===== src/rtl/flex_strobe_counter.sv =====
// flex_strobe_counter
// Strobe-qualified up/down counter with a programmable terminal value.
// It supports wrap or one-shot behaviour, halt (bit-stuff freeze), clear and load.
// All outputs are registered. rollover_flag is computed from the next count,
// so it lines up with count_out with no extra latency.

module flex_strobe_counter #(
    parameter int NUM_CNT_BITS = 4,
    parameter int START_VALUE  = 1
) (
    input  logic                    clk,
    input  logic                    rst,
    input  logic                    strobe,
    input  logic                    count_enable,
    input  logic                    halt,
    input  logic                    clear,
    input  logic                    load,
    input  logic [NUM_CNT_BITS-1:0] load_value,
    input  logic [NUM_CNT_BITS-1:0] rollover_value,
    input  logic                    count_down,
    input  logic                    one_shot,
    output logic [NUM_CNT_BITS-1:0] count_out,
    output logic                    rollover_flag,
    output logic                    rollover_pulse,
    output logic                    done
);

    localparam logic [NUM_CNT_BITS-1:0] START_C = NUM_CNT_BITS'(START_VALUE);
    localparam logic [NUM_CNT_BITS-1:0] ONE_C   = NUM_CNT_BITS'(1);

    // Flag rule shared by reset and normal operation.
    // A degenerate range (rollover_value <= START_VALUE) pins the count at
    // START_VALUE, and that pinned value reads as terminal.
    function automatic logic flag_of(
        input logic [NUM_CNT_BITS-1:0] cnt,
        input logic [NUM_CNT_BITS-1:0] term,
        input logic                    degen
    );
        return (cnt == term) || (degen && (cnt == START_C));
    endfunction

    logic [NUM_CNT_BITS-1:0] count_r;
    logic                    flag_r;
    logic                    pulse_r;
    logic                    done_r;

    logic                    tick_s;
    logic [NUM_CNT_BITS-1:0] terminal_s;
    logic [NUM_CNT_BITS-1:0] wrap_s;
    logic                    at_term_s;
    logic                    degen_s;
    logic [NUM_CNT_BITS-1:0] next_count_s;
    logic                    next_flag_s;
    logic                    next_pulse_s;
    logic                    next_done_s;
    logic                    freeze_s;

    // Decode direction: terminal end, wrap end, and whether the count sits at or past terminal.
    always_comb begin
        tick_s  = strobe & count_enable & ~halt;
        degen_s = (rollover_value <= START_C);
        if (count_down) begin
            terminal_s = START_C;
            wrap_s     = rollover_value;
            at_term_s  = (count_r <= START_C);
        end else begin
            terminal_s = rollover_value;
            wrap_s     = START_C;
            at_term_s  = (count_r >= rollover_value);
        end
    end

    // Next-state selection with priority clear > load > halt > tick > hold.
    always_comb begin
        next_count_s = count_r;
        next_done_s  = done_r;
        next_pulse_s = 1'b0;
        freeze_s     = 1'b0;
        if (clear) begin
            next_count_s = START_C;
            next_done_s  = 1'b0;
        end else if (load) begin
            next_count_s = load_value;
            next_done_s  = 1'b0;
        end else if (halt) begin
            freeze_s = 1'b1;
        end else if (tick_s) begin
            if (degen_s) begin
                next_count_s = START_C;
            end else if (at_term_s) begin
                if (one_shot) begin
                    next_done_s = 1'b1;
                end else begin
                    next_count_s = wrap_s;
                    next_pulse_s = 1'b1;
                end
            end else if (count_down) begin
                next_count_s = count_r - ONE_C;
            end else begin
                next_count_s = count_r + ONE_C;
            end
        end else begin
            next_count_s = count_r;
        end
    end

    // While halted the flag freezes; otherwise it tracks the next count and live terminal.
    always_comb begin
        next_flag_s = 1'b0;
        if (freeze_s) begin
            next_flag_s = flag_r;
        end else begin
            next_flag_s = flag_of(next_count_s, terminal_s, degen_s);
        end
    end

    // State registers with synchronous active-high reset.
    always_ff @(posedge clk) begin
        if (rst) begin
            count_r <= START_C;
            flag_r  <= flag_of(START_C, terminal_s, degen_s);
            pulse_r <= 1'b0;
            done_r  <= 1'b0;
        end else begin
            count_r <= next_count_s;
            flag_r  <= next_flag_s;
            pulse_r <= next_pulse_s;
            done_r  <= next_done_s;
        end
    end

    assign count_out      = count_r;
    assign rollover_flag  = flag_r;
    assign rollover_pulse = pulse_r;
    assign done           = done_r;

endmodule


===== config.mk =====
export PLATFORM = sky130hd
export DESIGN_NAME = flex_strobe_counter
export DESIGN_NICKNAME = d
export VERILOG_FILES = /design/src/rtl/flex_strobe_counter.sv
export SDC_FILE = /design/constraint.sdc
export NUM_CORES = 1
export LEC_CHECK = 0
export BUFFER_PORTS_ARGS = -buffer_cell sky130_fd_sc_hd__buf_2
export CAP_MARGIN = 20
export CELL_PAD_IN_SITES_DETAIL_PLACEMENT = 1
export CELL_PAD_IN_SITES_GLOBAL_PLACEMENT = 2
export CORE_AREA = 2 2 46 70
export DETAILED_ROUTE_END_ITERATION = 8
export DIE_AREA = 0 0 48 72
export PLACE_DENSITY = 0.76
export SETUP_SLACK_MARGIN = 0.3
export SLEW_MARGIN = 20
export SYNTH_ARGS = -nofsm -noshare
export SYNTH_HDL_FRONTEND = slang
export SYNTH_SLANG_ARGS = --single-unit
export TNS_END_PERCENT = 50

===== constraint.sdc =====
create_clock -name clk -period 4.1 [get_ports clk]
set_clock_uncertainty 0.2 [all_clocks]
set_input_delay 0.41 -clock clk [delete_from_list [all_inputs] [get_ports clk]]
set_output_delay 0.41 -clock clk [all_outputs]
set_load 0.01 [all_outputs]

* Yosys cells after proc, flatten, opt, wreduce, memory -nomap -nowiden
Index checks and enable logic that the tools add are counted.
** Cells by class
- $add $sub $neg :: 2
- $lt $le $gt $ge :: 3
- Equality and inequality tests :: 4
- Mux-type cells :: 17
- Bitwise gates (word level) :: 6
- Reductions and logical operators :: 6
** Operator list (count)
- 2-to-1 mux 4 bit :: 10
- less-or-equal comparator 4 x 1 -> 1 bit (second input constant) :: 2
- 2-to-1 mux 1 bit :: 7
- OR reduction 7 bit :: 1
- AND reduction 5 bit :: 1
- adder 4 x 1 -> 4 bit (second input constant) :: 1
- == test 1 x 4 -> 1 bit (first input constant) :: 1
- == test 4 x 1 -> 1 bit (second input constant) :: 1
- == test 4 bit :: 1
- greater-or-equal comparator 4 bit :: 1
- inverter 1 bit :: 4
- subtractor 4 x 1 -> 4 bit (second input constant) :: 1
- OR reduction 3 bit :: 1
- bitwise AND 1 bit :: 2
- logical OR 1 bit :: 2
- inequality test 2 bit (second input constant) :: 1
- logical AND 1 bit :: 1
** Storage, ports and cells
- Register bits after elaboration :: 7
- Bits of input ports :: 17
- Output and inout bits :: 7
- Word-level logic and storage cells :: 42

* Logic depth before layout (Yosys ltp)
- Depth in word-level cells :: 13
- Gate-level depth with buffers :: 10
- Depth with buffers taken out :: 10

* Least setup slack after synthesis
No wires, ideal clock.
- Kind :: reg-to-reg
- From :: reg count_r[0], in the netlist count_out[0]
- To :: reg flag_r, in the netlist rollover_flag (data pin)
- Setup time :: 0.255 ns
- Data arrival time :: 2.443 ns
- Data required time :: 3.645 ns
- Setup slack :: 1.202 ns
- Cell stages (with the launch flop) :: 11
- Path buffers :: 0
- Clock period less this slack :: 2.898 ns
- Path through :: dfxtp_1 inv_1 ha_1 nor3b_1 o21a_1 nor2_2 mux2_1 a21oi_2 nor3_1 or3_1 a31o_1
** Between the ends
- Longest elaborated chain between the ends :: 13
- Elaborated cells on any way between the ends :: 19
- Classes of those cells :: add/sub: 2; order compare: 2; eq/ne: 2; mux: 11; reduce/logical: 2
** RTL lines
- start, declared :: RTL line 42 : logic [NUM_CNT_BITS-1:0] count_r;
- start signal, assigned :: RTL line 125 : count_r <= next_count_s;
- adder 4 x 1 -> 4 bit, or another cell as far along :: RTL line 100 : next_count_s = count_r + ONE_C;
- 2-to-1 mux 4 bit or 2-to-1 mux 1 bit (tied branches) :: RTL line 97, 62
- 2-to-1 mux 4 bit :: RTL line 90 : end else if (at_term_s) begin
- 2-to-1 mux 4 bit :: RTL line 88 : if (degen_s) begin
- 2-to-1 mux 4 bit :: RTL line 87 : end else if (tick_s) begin
- 2-to-1 mux 4 bit * :: RTL line 85 : end else if (halt) begin
- 2-to-1 mux 4 bit * :: RTL line 82 : end else if (load) begin
- 2-to-1 mux 4 bit * :: RTL line 79 : if (clear) begin
- == test 4 x 1 -> 1 bit :: RTL line 39 : return (cnt == term) || (degen && (cnt == START_C));
- logical AND 1 bit :: RTL line 39
- logical OR 1 bit * :: RTL line 39
- 2-to-1 mux 1 bit * :: RTL line 110 : if (freeze_s) begin
- 2-to-1 mux 1 bit * :: RTL line 119 : if (rst) begin
- end signal, assigned :: RTL line 121 : flag_r <= flag_of(START_C, terminal_s, degen_s);
- end signal, assigned :: RTL line 126 : flag_r <= next_flag_s;
- end, declared :: RTL line 43 : logic flag_r;
Every way passes the cells marked *; elsewhere a longest branch is shown, timed or not. The select of a mux whose other input is x is not followed.
A chain may end at the register's enable or synchronous reset.

* Final worst setup path
Same ends and word-level chain as after synthesis.

==> impl_metrics.ini <==
[flow_run]
max_cap_violations = 0

[sta]
relSlewSlack_pct = 73.5
setup_viol = 0
post-route-period-util_pct = 75.6
period_minus_slack_ns = 3.10
max_slew.worst_pin.slew_ns = 0.394
hold_viol = 0
max_freq_mhz = 323
rsz0062_at_grt = false
tns_ns = 0
drv_slew = 0

[worst_setup_path]
required_ns = 3.88
worstSetupStartpointType = register
crit_arrival_ns = 2.88
cp-end-kind = register
slowest_delay_ns = 0.46
critPathBufInv = 1
path_cells = inv_1, ha_1, nor3b_1, o21a_1, nor2_2, mux2_1, a21oi_2, nor3_1, or3_1, a31o_1
path_class = reg -> reg
cp_max_fo = 9
path_delay_family = simple AND/OR/NAND/NOR gates
crit_slowest_cell = dfxtp_1

[clock_tree]
postCtsHoldBufs = 0
path_clk_slew_ns = 0.04
cts.sinks = 7
cts_buffers = 3
clockBufferDepth = 2
root_buffer = clkbuf_8
h-tree-depth = 1
ctsResizeCount = 0
cts_tree = built
clk_latency_ns = 0.23
postCtsSetupBuffers = 0

[global_routing]
grt_pass1_vias = 900
gr-total-overflow = 0
grtUsageTotal_pct = 16.9
grt_max_degree = 12
grt_pass1_wl_um = 4170
antenna_found_initial = 0

[place]
place_area_um2 = 958
gp_congestion = 0.799
port_buffers = 23
hpwl_um = 2120

[die]
start_util_pct = 28.9
die_x_um = 48
num_rows = 24
die_area_mm2 = 0.00346
die_y_um = 72
ios = 24
coreArea_mm2 = 0.00285

[yosys]
synth_most_common_cell = inv_1
synthTopCellsByArea = dfxtp_1, ha_1, a21oi_1
ys_seq_elements = 7
synth_largest_area_cell = dfxtp_1
synth_flop_cell = dfxtp_1
synth_edf_count = 1
synth_top_cell_area_share_pct = 14.6
seq_area_frac_synth_pct = 18.2
synthCells = 109
syn_nets = 133
syn_area_um2 = 825
postSynth.asyncResetShare_pct = 0
yosys_warnings = 0
ys_top_cells_by_count = inv_1, a21oi_1
syn_avg_cell_area_um2 = 7.56
synth_cell_type_count = 43

[cells_and_area]
design_area_mm2 = 0.00100
drive_above_1_share_pct = 26.0
synthToLayoutAreaGrowth_pct = 21.7
fin_nets = 156
diodes = 0

[drt]
firstDrtPassIters = 3
vias = 890
wl_per_cell_um = 14.9
drt_iter0_markers = 17
wirelength_um = 2530
viasPerCell = 5.24
antenna_left = 0
drc = 0

[run_status]
outcome = completed

[power_and_ir_drop]
p_leak_nw = 0.441
power.density_mw_per_mm2 = 249
irDropWorstVdd_v = 0.000114

[min_path]
hold_path.class = in -> reg
-- metrics by stage --
step | hold WS (ns) | util [%] | total power, mW | cells | worst slack, ns
global placement | 0.294 | 33.6 | 0.152 | 166 | 0.964
detailed placement | 0.300 | 33.6 | 0.152 | 166 | 0.906
CTS | 0.253 | 35.2 | 0.253 | 170 | 1.00
finish | 0.258 | 35.2 | 0.250 | 170 | 1.00
floorplan | 0.282 | - | 0.128 | 109 | 1.20
global route | 0.266 | 35.2 | 0.266 | 170 | 0.834
-- cells by family (layout without fill, tap and decap cells) --
family	count (synthesis)	count (layout)	share of synthesized area [%]
AO/OA/AOI/OAI	37	37	31.6
XOR/XNOR	4	4	4.25
adder cells (fa/ha/maj)	7	7	10.6
buffers and inverters	15	37	8.19
flip-flops	7	7	18.2
multiplexers	2	2	2.58
AND/OR/NAND/NOR	37	37	24.6
-- routing by layer --
metal | global-route usage (%) | up-vias | part of all wire [%]
met3 | 2.24 | 5 | 2.0
met1 | 19.5 | 424 | 39
li1 | - | 447 | -
met4 | 6.31 | 0 | 1.6
met5 | 0 | - | 0
met2 | 29.6 | 14 | 57
-- layout by cell type, fill, tap and decap left out, types with 2 or more instances in the layout --
cell type  netlist  final
nor2_1           7      7
buf_2            3     23
dfxtp_1          6      6
o31a_1           3      3
clkbuf_8         0      3
nor2b_1          3      3
a31oi_1          2      2
xnor2_1          4      4
a21oi_1          8      8
nor3_1           7      7
a21oi_2          2      2
nand2_1          7      7
a211oi_1         3      3
ha_1             7      7
o21ai_0          5      5
or3_1            3      3
inv_1            9      9
o31ai_1          4      4
-- flip-flops by register name, indices dropped and copies added, names as in the netlist --
register        count
count_out           4
rollover_pulse      1
rollover_flag       1
done                1
-- cell type report --
cell class	count	area (µm²)
Tap cell	39	48.8
Timing Repair Buffer	23	115
Inverter	10	37.5
Fill cell	382	1850
Clock buffer	4	45.0
Sequential cell	7	150
Multi-Input combinational cell	87	607
-- power breakdown --
group          total [mW]  switching (mW)  internal [mW]
logic              0.0737          0.0425         0.0312
registers          0.0771         0.00390         0.0732
clock network      0.0991          0.0317         0.0674
-- path summary, 6_finish.rpt --
check               start  slack (ns)            end  cells after the start
max          count_out[0]         1.0  rollover_flag                     10
min                   rst        0.26   count_out[1]                      2
max reg2reg  count_out[0]         1.0  rollover_flag                     10
min reg2reg          done        0.30           done                      2
Note: power is estimated with default switching activity, not from simulation.
